## src/rtl/mypackage.sv

```systemverilog
// rtl/mypackage.sv - shared types and constants for the key conditioner
package mypackage;

    localparam int FREQUENCY_WIDTH           = 32;
    localparam int FREQUENCY_FRACTIONAL_BITS = 16;

    typedef logic [FREQUENCY_WIDTH-1:0] frequency;

    typedef enum logic [1:0] {
        RELEASED,
        PRESS_WAIT,
        HELD,
        RELEASE_WAIT
    } key_state_t;

    // 32-bit word with 16 fractional bits leaves headroom for 2*20000 Hz.
    function automatic frequency note_freq(input int base_hz, input logic octave);
        frequency f;
        f = frequency'(base_hz);
        if (octave) begin
            f = f << 1;
        end
        return f << FREQUENCY_FRACTIONAL_BITS;
    endfunction

endpackage

```

## src/rtl/debounce.sv

```systemverilog
// rtl/debounce.sv - single-key synchroniser, debounce counter and press/release FSM
module debounce
    import mypackage::*;
#(
    parameter int SYNC_STAGES     = 2,
    parameter int DEBOUNCE_CYCLES = 500000
) (
    input  logic CLOCK_50,
    input  logic reset,
    input  logic key_n,
    output logic pressed,
    output logic press_pulse,
    output logic release_pulse
);

    localparam int             CW       = $clog2(DEBOUNCE_CYCLES);
    localparam logic [CW-1:0]  CNT_LAST = CW'(DEBOUNCE_CYCLES - 1);

    logic [SYNC_STAGES-1:0] sync_q;
    logic                   level;
    key_state_t             state;
    key_state_t             state_next;
    logic [CW-1:0]          count;
    logic [CW-1:0]          count_next;
    logic                   press_evt;
    logic                   release_evt;

    // Reset to all-ones so a held button is not seen as pressed straight out of reset.
    always_ff @(posedge CLOCK_50 or posedge reset) begin
        if (reset) begin
            sync_q <= '1;
        end else begin
            sync_q <= {sync_q[SYNC_STAGES-2:0], key_n};
        end
    end

    assign level = ~sync_q[SYNC_STAGES-1];

    always_ff @(posedge CLOCK_50 or posedge reset) begin
        if (reset) begin
            state         <= RELEASED;
            count         <= '0;
            pressed       <= 1'b0;
            press_pulse   <= 1'b0;
            release_pulse <= 1'b0;
        end else begin
            state         <= state_next;
            count         <= count_next;
            press_pulse   <= press_evt;
            release_pulse <= release_evt;
            if (press_evt) begin
                pressed <= 1'b1;
            end else if (release_evt) begin
                pressed <= 1'b0;
            end
        end
    end

    // The counter leaves the wait state as soon as it hits CNT_LAST, so it never wraps.
    always_comb begin
        state_next = state;
        count_next = count;
        case (state)
            RELEASED: begin
                if (level) begin
                    state_next = PRESS_WAIT;
                    count_next = '0;
                end
            end
            PRESS_WAIT: begin
                if (!level) begin
                    state_next = RELEASED;
                    count_next = '0;
                end else if (count == CNT_LAST) begin
                    state_next = HELD;
                    count_next = '0;
                end else begin
                    count_next = count + 1'b1;
                end
            end
            HELD: begin
                if (!level) begin
                    state_next = RELEASE_WAIT;
                    count_next = '0;
                end
            end
            RELEASE_WAIT: begin
                if (level) begin
                    state_next = HELD;
                    count_next = '0;
                end else if (count == CNT_LAST) begin
                    state_next = RELEASED;
                    count_next = '0;
                end else begin
                    count_next = count + 1'b1;
                end
            end
            default: begin
                state_next = RELEASED;
                count_next = '0;
            end
        endcase
    end

    always_comb begin
        press_evt   = 1'b0;
        release_evt = 1'b0;
        if (state == PRESS_WAIT && level && count == CNT_LAST) begin
            press_evt = 1'b1;
        end
        if (state == RELEASE_WAIT && !level && count == CNT_LAST) begin
            release_evt = 1'b1;
        end
    end

endmodule

```

## src/rtl/key_conditioner.sv

```systemverilog
// rtl/key_conditioner.sv - debounced push-buttons to note gate and NCO frequency word
module key_conditioner
    import mypackage::*;
#(
    parameter int NKEYS           = 2,
    parameter int SYNC_STAGES     = 2,
    parameter int DEBOUNCE_CYCLES = 500000,
    parameter int GATE_KEY        = 0,
    parameter int OCTAVE_KEY      = 1,
    parameter int BASE_HZ         = 440
) (
    input  logic                       CLOCK_50,
    input  logic                       reset,
    input  logic [NKEYS-1:0]           key_n,
    output logic [NKEYS-1:0]           pressed,
    output logic [NKEYS-1:0]           press_pulse,
    output logic [NKEYS-1:0]           release_pulse,
    output logic                       gate,
    output logic [FREQUENCY_WIDTH-1:0] freq
);

    for (genvar i = 0; i < NKEYS; i++) begin : g_key
        debounce #(
            .SYNC_STAGES    (SYNC_STAGES),
            .DEBOUNCE_CYCLES(DEBOUNCE_CYCLES)
        ) u_debounce (
            .CLOCK_50     (CLOCK_50),
            .reset        (reset),
            .key_n        (key_n[i]),
            .pressed      (pressed[i]),
            .press_pulse  (press_pulse[i]),
            .release_pulse(release_pulse[i])
        );
    end

    assign gate = pressed[GATE_KEY];

    // Registered so the audio domain sees a single clean transition per note change.
    always_ff @(posedge CLOCK_50 or posedge reset) begin
        if (reset) begin
            freq <= '0;
        end else begin
            freq <= note_freq(BASE_HZ, pressed[OCTAVE_KEY]);
        end
    end

endmodule

```

## config.mk

```make
export PLATFORM = sky130hd
export DESIGN_NAME = key_conditioner
export DESIGN_NICKNAME = d
export VERILOG_FILES = /design/src/rtl/mypackage.sv /design/src/rtl/debounce.sv /design/src/rtl/key_conditioner.sv
export SDC_FILE = /design/constraint.sdc
export NUM_CORES = 1
export LEC_CHECK = 0
export ABC_AREA = 1
export BUFFER_PORTS_ARGS = -buffer_cell sky130_fd_sc_hd__buf_2
export CORE_MARGIN = 2
export CORE_UTILIZATION = 58
export DETAILED_ROUTE_END_ITERATION = 16
export PLACE_DENSITY = 0.8
export SLEW_MARGIN = 10
export SYNTH_ARGS = -nofsm -noshare
export SYNTH_HDL_FRONTEND = slang
export SYNTH_SLANG_ARGS = --single-unit
```

## constraint.sdc

```tcl
create_clock -name CLOCK_50 -period 1.7 [get_ports CLOCK_50]
set_clock_uncertainty 0.05 [all_clocks]
set_input_delay 0.085 -clock CLOCK_50 [delete_from_list [all_inputs] [get_ports CLOCK_50]]
set_output_delay 0.085 -clock CLOCK_50 [all_outputs]
set_load 0.02 [all_outputs]
```

# Word-level counts from Yosys, hierarchy flattened
# Index checks and enable logic that the tools add are counted.
# totals
rom_bits	0
latch_bits	0
in_bits	4
out_inout_bits	39
regBits	68
mem_bits_rw	0
n_memories	0
# op_classes
bitwise_logic	2
mux	35
n_lt_le_gt_ge	0
add_sub_neg	2
multipliers	0
shifts	0
div	0
eq_ne	16
n_reduce_logical	16
# ops
cell	n
$mux 19	10
$pmux 19 s4	2
$add 19x1->19 const B	2
$eq 19x19->1 const B	2
$mux 2	12
$pmux 2 s4	2
$mux 10	1
$eq 2x2->1 const B	4
$logic_and 1x1->1	8
$mux 1	8
$reduce_and 4->1	2
$ne 3x1->1 const B	2
$ne 3x3->1 const B	2
$eq 2x1->1 const B	2
$logic_not 2->1	2
$ne 2x1->1 const B	2
$ne 2x2->1 const B	2
$reduce_and 2->1	2
$reduce_bool 2->1	2
$not 1->1	2

# Logic depth before layout (Yosys ltp)
# Gate-level depths: netlist of run 1.
# depth
ltp_word	6
depth_mapped	10
depth_no_buf	10

# Cells and area by module
# From an unflattened synthesis of run 1, not the netlist that was laid out.
# unflattened
hier_cells	471
hier_area_um2	3460.8
# by_module_without_submodules
mod	seq_area_each_um2	area_each_um2	n_inst	cells_each
debounce	653.1	1572.8	2	217
key_conditioner	75.1	315.3	1	37

# Worst setup path before layout of run 1
# Ideal clock, no wire load.
# synth_path
kind	reg2reg
from	reg g_key[0].u_debounce.count[0]
to	reg g_key[0].u_debounce.count[10]
path_stages_with_launch	11
arrival_ns	1.312
setup_time_ns	0.119
synth_period_minus_slack_ns	1.481
path_slack_ns	0.219
path_cell_list	dfrtp_1 > ha_1 > nand2_2 > nor2_2 > inv_2 > nor2_2 > nand2_2 > nand2_4 > inv_6 > nor2_8 > nor2_2
# synth_between
elab_chain_cells	4
elab_cells_between_ends	6
classes_between	add/sub: 1; eq/ne: 1; mux: 4
# synth_rtl
item	line_no	source
start: declaration	debounce.sv:23	logic [CW-1:0] count;
start signal: assignment	debounce.sv:48	count <= count_next;
$add 19x1->19 / $eq 19x19->1 (equally long branches)	--	
$mux 19 (*)	debounce.sv:74, debounce.sv:91	
$mux 19, on equally long branches	debounce.sv:88, debounce.sv:71	
$pmux 19 s4 (*)	debounce.sv:63	case (state)
# Every way passes the cells marked *; elsewhere a longest branch is shown, timed or not.
# A chain may end at the register's enable or synchronous reset.

# Worst setup path after layout of run 1
# layout_path
from	reg g_key[0].u_debounce.sync_q[1]
to	reg g_key[0].u_debounce.count[9]
# layout_between
elab_chain_cells	2
elab_cells_between_ends	6
classes_between	eq/ne: 2; mux: 3; reduce/logical: 1
# layout_rtl
item	line_no	source
start: declaration	debounce.sv:19	logic [SYNC_STAGES-1:0] sync_q;
start signal: assignment	debounce.sv:33	sync_q <= {sync_q[SYNC_STAGES-2:0], key_n};
$mux 19 (tied with other cells)	debounce.sv:88	if (level) begin
$pmux 19 s4 / $reduce_and 2->1 (equally long branches)	--	
# Several ways; a longest one is shown, not always the timed one.

==> results of run 1 <==
==> per-stage QoR <==
| stage | worst slack, ps | TNS, ps | cells |
|---|---|---|---|
| floorplan | 219 | 0 | 446 |
| global placement | 138 | 0 | 501 |
| detailed placement | 75.1 | 0 | 501 |
| CTS | 54.4 | 0 | 512 |
| global route | -22.9 | -102 | 520 |
| finish | 115 | 0 | 520 |
==> worst max-delay path: stages (launching register included) <==
cell	delay [ps]
dfstp_2	550
nand2_1	120
nand3_1	140
clkinv_1	350
nor2_8	240
nor2_2	50
==> state kept, by name, indices dropped and copies added, names as in the netlist, named ones only <==
| name | cells |
|---|---|
| freq | 3 |
| g_key.u_debounce.count | 38 |
| g_key.u_debounce.press_pulse | 2 |
| g_key.u_debounce.pressed | 2 |
| g_key.u_debounce.release_pulse | 2 |
| g_key.u_debounce.state | 2 |
| g_key.u_debounce.sync_q | 4 |
==> layout by cell type (no fill, tap or decap), types with 2 or more instances in the layout <==
cell	instances
a21oi_1	4
buf_12	2
buf_2	17
buf_4	9
clkbuf_8	5
conb_1	26
dfrtp_1	51
dfstp_2	4
dlygate4sd3_1	3
inv_1	49
inv_2	3
inv_6	2
nand2_1	106
nand2_2	4
nand2_4	2
nand3_1	37
nand3_2	2
nand4_1	6
nor2_1	47
nor2_2	8
nor2_4	4
nor3_1	3
o21ai_0	15
o21ai_1	2
o22ai_1	10
xnor2_1	2
xor2_1	13
==> power groups by stage <==
stage / clock, mW / combinational (mW) / sequential [mW]
detailed placement: 0 / 0.756 / 1.51
floorplan: 0 / 0.622 / 1.49
global placement: 0 / 0.729 / 1.50
finish: 0.894 / 0.876 / 1.48
CTS: 0.909 / 0.762 / 1.49
global route: 0.966 / 0.958 / 1.50
==> layer usage <==
metal  vias up  share of wire  wire length [µm]
met4         0          0.022               140
met2        57           0.51              3190
met3        13          0.032               205
li1       1314              -                 -
met5         -              0                 0
met1      1229           0.44              2770
==> kinds of logic after synthesis <==
family,count (synthesis),share of synthesized area
and+or+nand+nor,221,0.308
buffers and inverters,93,0.154
DFF,55,0.428
AOI/OAI and AO/OA,34,0.0586
xor gates and xnor gates,15,0.0407
adders and majority gates,2,0.00776
other,2,0.00233
==> final timing paths <==
check                           cells after the start                           from                             to  slack, ps
min in group CLOCK_50                               0  g_key[0].u_debounce.sync_q[0]  g_key[0].u_debounce.sync_q[1]        310
worst max register to register                      5  g_key[0].u_debounce.sync_q[1]   g_key[0].u_debounce.count[9]        110
worst min register to register                      0  g_key[0].u_debounce.sync_q[0]  g_key[0].u_debounce.sync_q[1]        310
worst max-delay path                                5  g_key[0].u_debounce.sync_q[1]   g_key[0].u_debounce.count[9]        110
max in group asynchronous                           4                          reset   g_key[1].u_debounce.count[8]        700
worst min-delay path                                3                          reset   g_key[0].u_debounce.count[7]        280
==> layout make-up <==
| class | instances | area share |
|---|---|---|
| multi-input cells | 299 | 0.420 |
| well taps | 72 | 0.0258 |
| inverters | 55 | 0.0613 |
| repair buffers | 31 | 0.0638 |
| clock buffers | 5 | 0.0197 |
| clock inverters | 3 | 0.0136 |
| flip-flops and latches | 55 | 0.396 |
==> repair_timing <==
item | CTS | global route
endpoints found under the setup margin | 0 | 23
hold buffers | 3 | 0
setup buffers | 0 | 7
endpoints found under the hold margin | 24 | 0
resized for setup | 0 | 7
==> results_dict.tcl, run 1 <==
set metrics [dict create \
    dieArea_mm2 0.00617 \
    die_width_um 78.6 \
    antenna_left 0 \
    netlist_area_mm2 0.00322 \
    synthCells 422 \
    routedWlPerCell_um 12.1 \
    gr-total-overflow 0 \
    drtIter0Drc 227 \
    die_y_um 78.6 \
    synth-async-reset-ratio 1.00 \
    hold_path.class "in -> async" \
    critPathKind "reg -> reg" \
    start_kind "flip-flop" \
    top_usage_layer "met2" \
    worst_slew_pin_slew_ps 508 \
    coreArea_mm2 0.00544 \
    min_period_ps 1590 \
    dpl-instance-area_mm2 0.00326 \
    netlist.area_leader.share 0.396 \
    dpl.hpwl_um 4410 \
    gp_congestion 0.907 \
    drc_errors 0 \
    htreeDepth 2 \
    grt_pass1_wl_um 10600 \
    final_util 0.642 \
    design_area_mm2 0.00349 \
    cts_num_sinks 55 \
    cts_made_buffers 5 \
    synth_edf_count 0 \
    grt_pass1_vias 2486 \
    seq_area_mm2 0.00138 \
    grtUsageMet3 0.0379 \
    p_switching_mw 1.10 \
    ys_seq_area_frac 0.428 \
    yosys_warnings 0 \
    power.share.sequential 0.456 \
    multi_input_area_mm2 0.00147 \
    met1_usage 0.254 \
    p_total_mw 3.25 \
    drv_slew 0 \
    cp.arrival_ps 1760 \
    max-cap-violations 0 \
    layout-drive-gt1-share 0.156 \
    clk_pin_slew_ps 110 \
    layout.nets 453 \
    antenna_found_initial 0 \
    outcome "completed" \
    synth_area_leader_cell "dfrtp_1" \
    critical_path.max_fanout 10 \
    ys_ff_latch 55 \
    met2_usage 0.383 \
    switching_share 0.339 \
    via_count 2613 \
    power_density_mw_per_mm2 931 \
    max_freq_mhz 631 \
    worstSkewPairLatency_ps 320 \
    clk_root_buffer_cell "clkbuf_8" \
    syn_to_final_growth_pct 8.30 \
    finalWirelength_um 6310 \
    p_leak_nw 1.66 \
    rows 27 \
    setup.worst_path.end_class "flip-flop" \
    n_antenna_cell 0 \
    io_buffer_count 17 \
    irDropWorstVdd_mv 1.09 \
    synth_ff_type "dfrtp_1" \
    finalSetupViolCount 0 \
    power_frac_clock 0.275 \
    synth_commonest_cells "nand2_1 (106), dfrtp_1 (51), inv_1 (50), nor2_1 (49), nand3_1 (38)" \
    fin_crit_sh 0.932 \
    ios 43 \
    hold_viol_final 0 \
    grt_max_degree 25 \
    synth.area.top_cells "dfrtp_1 (40%), nand2_1 (12%), buf_4 (8.1%)" \
    start_util 0.593 \
    first_pass_iters 4 \
    ys_types 33 \
    intPower_mw 2.15 \
    grt.total_usage 0.216 \
    combPwrFrac 0.269 \
    crit_required_ps 1870 \
    slew_headroom 0.661 \
    avgSynthCellArea_um2 7.64 \
    clock_path_buffers 2 \
    hold_ws_ps 277 \
    synth_most_common_cell "nand2_1" \
    viasPerCell 5.03 \
    fillers 468 \
    cts_tree "built" \
]
Note: power is estimated with default switching activity, not from simulation.
==> inputs of run 2 (changes only) <==
Settings changed: CELL_PAD_IN_SITES_DETAIL_PLACEMENT set to 0, CELL_PAD_IN_SITES_GLOBAL_PLACEMENT set to 1, CORE_UTILIZATION 58 to 42, PLACE_DENSITY 0.8 to not set, PLACE_DENSITY_LB_ADDON set to 0.1.
==> results_dict.tcl, run 2 (same netlist as run 1, synthesis figures left out) <==
set metrics [dict create \
    start_kind "flip-flop" \
    max-cap-violations 0 \
    viasPerCell 4.54 \
    via_count 2488 \
    n_antenna_cell 0 \
    gr-total-overflow 0 \
    dpl-instance-area_mm2 0.00333 \
    layout-drive-gt1-share 0.163 \
    power_frac_clock 0.268 \
    layout.nets 455 \
    p_total_mw 3.22 \
    hold_viol_final 0 \
    multi_input_area_mm2 0.00148 \
    finalSetupViolCount 0 \
    first_pass_iters 4 \
    syn_to_final_growth_pct 10.1 \
    clk_root_buffer_cell "clkbuf_8" \
    outcome "completed" \
    gp_congestion 0.851 \
    grt_pass1_wl_um 11500 \
    cp.arrival_ps 1730 \
    rows 31 \
    cts_num_sinks 55 \
    cts_tree "built" \
    p_switching_mw 1.08 \
    max_freq_mhz 637 \
    combPwrFrac 0.273 \
    final_util 0.484 \
    final_cell_mix "nand2_1 (105), dfrtp_1 (50), inv_1 (49)" \
    die_y_um 91.6 \
    die_width_um 91.6 \
    htreeDepth 2 \
    ios 43 \
    switching_share 0.335 \
    reg2reg_depth 10 \
    registers.top_by_ff_count "g_key.u_debounce.count" \
    drc_errors 0 \
    crit_required_ps 1860 \
    power.share.sequential 0.459 \
    reg_top3 "g_key.u_debounce.count x38, g_key.u_debounce.sync_q x4, freq x3" \
    drv_slew 0 \
    clk_pin_slew_ps 100 \
    antenna_found_initial 0 \
    finalWirelength_um 6440 \
    coreArea_mm2 0.00733 \
    critical_path.max_fanout 8 \
    routedWlPerCell_um 11.7 \
    hold_path.class "in -> async" \
    critPathKind "reg -> reg" \
    irDropWorstVdd_mv 0.739 \
    io_buffer_count 17 \
    largest_register_ffs 38 \
    seq_area_mm2 0.00138 \
    intPower_mw 2.14 \
    worstSkewPairLatency_ps 310 \
    clock_path_buffers 2 \
    dpl.hpwl_um 4620 \
    final_cells 548 \
    cts_made_buffers 5 \
    start_util 0.440 \
    grt_max_degree 42 \
    dieArea_mm2 0.00839 \
    antenna_left 0 \
    grt_pass1_vias 2420 \
    p_leak_nw 1.67 \
    hold_ws_ps 229 \
    power_density_mw_per_mm2 907 \
    design_area_mm2 0.00355 \
    dp.cells 533 \
    fin_crit_sh 0.924 \
    fillers 749 \
    grt.total_usage 0.168 \
    min_period_ps 1570 \
    drtIter0Drc 141 \
    setup.worst_path.end_class "flip-flop" \
    layout_commonest_cell "nand2_1" \
]
==> run 2: power by group through the flow <==
stage / Clock [mW] / Sequential (mW) / Combinational (mW)
2_1_floorplan: 0 / 1.49 / 0.622
3_3_place_gp: 0 / 1.50 / 0.821
3_5_place_dp: 0 / 1.50 / 0.821
4_1_cts: 0.892 / 1.47 / 0.828
5_1_grt: 0.935 / 1.49 / 0.986
6_report: 0.862 / 1.48 / 0.879
==> run 2: final timing paths <==
| check | from | end | slack, ps |
|---|---|---|---|
| max in group asynchronous | reset | g_key[1].u_debounce.sync_q[0] | 780 |
| setup / recovery | g_key[0].u_debounce.count[1] | g_key[0].u_debounce.count[9] | 130 |
| hold / removal | reset | g_key[0].u_debounce.count[7] | 230 |
| min in group CLOCK_50 | g_key[0].u_debounce.sync_q[0] | g_key[0].u_debounce.sync_q[1] | 310 |
| setup reg to reg | g_key[0].u_debounce.count[1] | g_key[0].u_debounce.count[9] | 130 |
| hold reg to reg | g_key[0].u_debounce.sync_q[0] | g_key[0].u_debounce.sync_q[1] | 310 |
==> run 2: cell type report <==
cell class,instances,area share
well taps,99,0.0349
flip-flops and latches,55,0.390
multi-input cells,298,0.417
repair buffers,34,0.0691
clock buffers,6,0.0205
clock inverters,1,0.00846
inverters,55,0.0603
==> run 2: critical path, cell delays in order, from the launching register on <==
cell and delay (ps):
dfrtp_1 400, ha_2 220, nand2_2 90, nor2_4 120, inv_2 60, nor2_2 110
nand2_2 100, nand2_8 100, inv_6 60, nor2_8 100, nor2_2 50
==> run 2: stage by stage <==
| stage | setup TNS, ps | setup slack (ps) |
|---|---|---|
| global placement | 0 | 105 |
| finish | 0 | 129 |
| global route | -91.5 | -22.8 |
| floorplan | 0 | 219 |
| CTS | 0 | 39.3 |
| detailed placement | 0 | 61.2 |
==> run 2: routing by layer <==
layer,GRT usage,vias to the layer above,share of wire
li1,-,1314,-
met1,0.227,1137,0.49
met2,0.277,28,0.47
met3,0.0279,9,0.023
met4,0.0480,0,0.013
met5,0,-,0
==> run 2: repair_timing <==
| action | in CTS | in global routing |
|---|---|---|
| setup endpoints to repair | 0 | 17 |
| hold buffers | 3 | 0 |
| setup buffers | 0 | 5 |
| endpoints found under the hold margin | 16 | 0 |
| gates resized for setup | 0 | 12 |
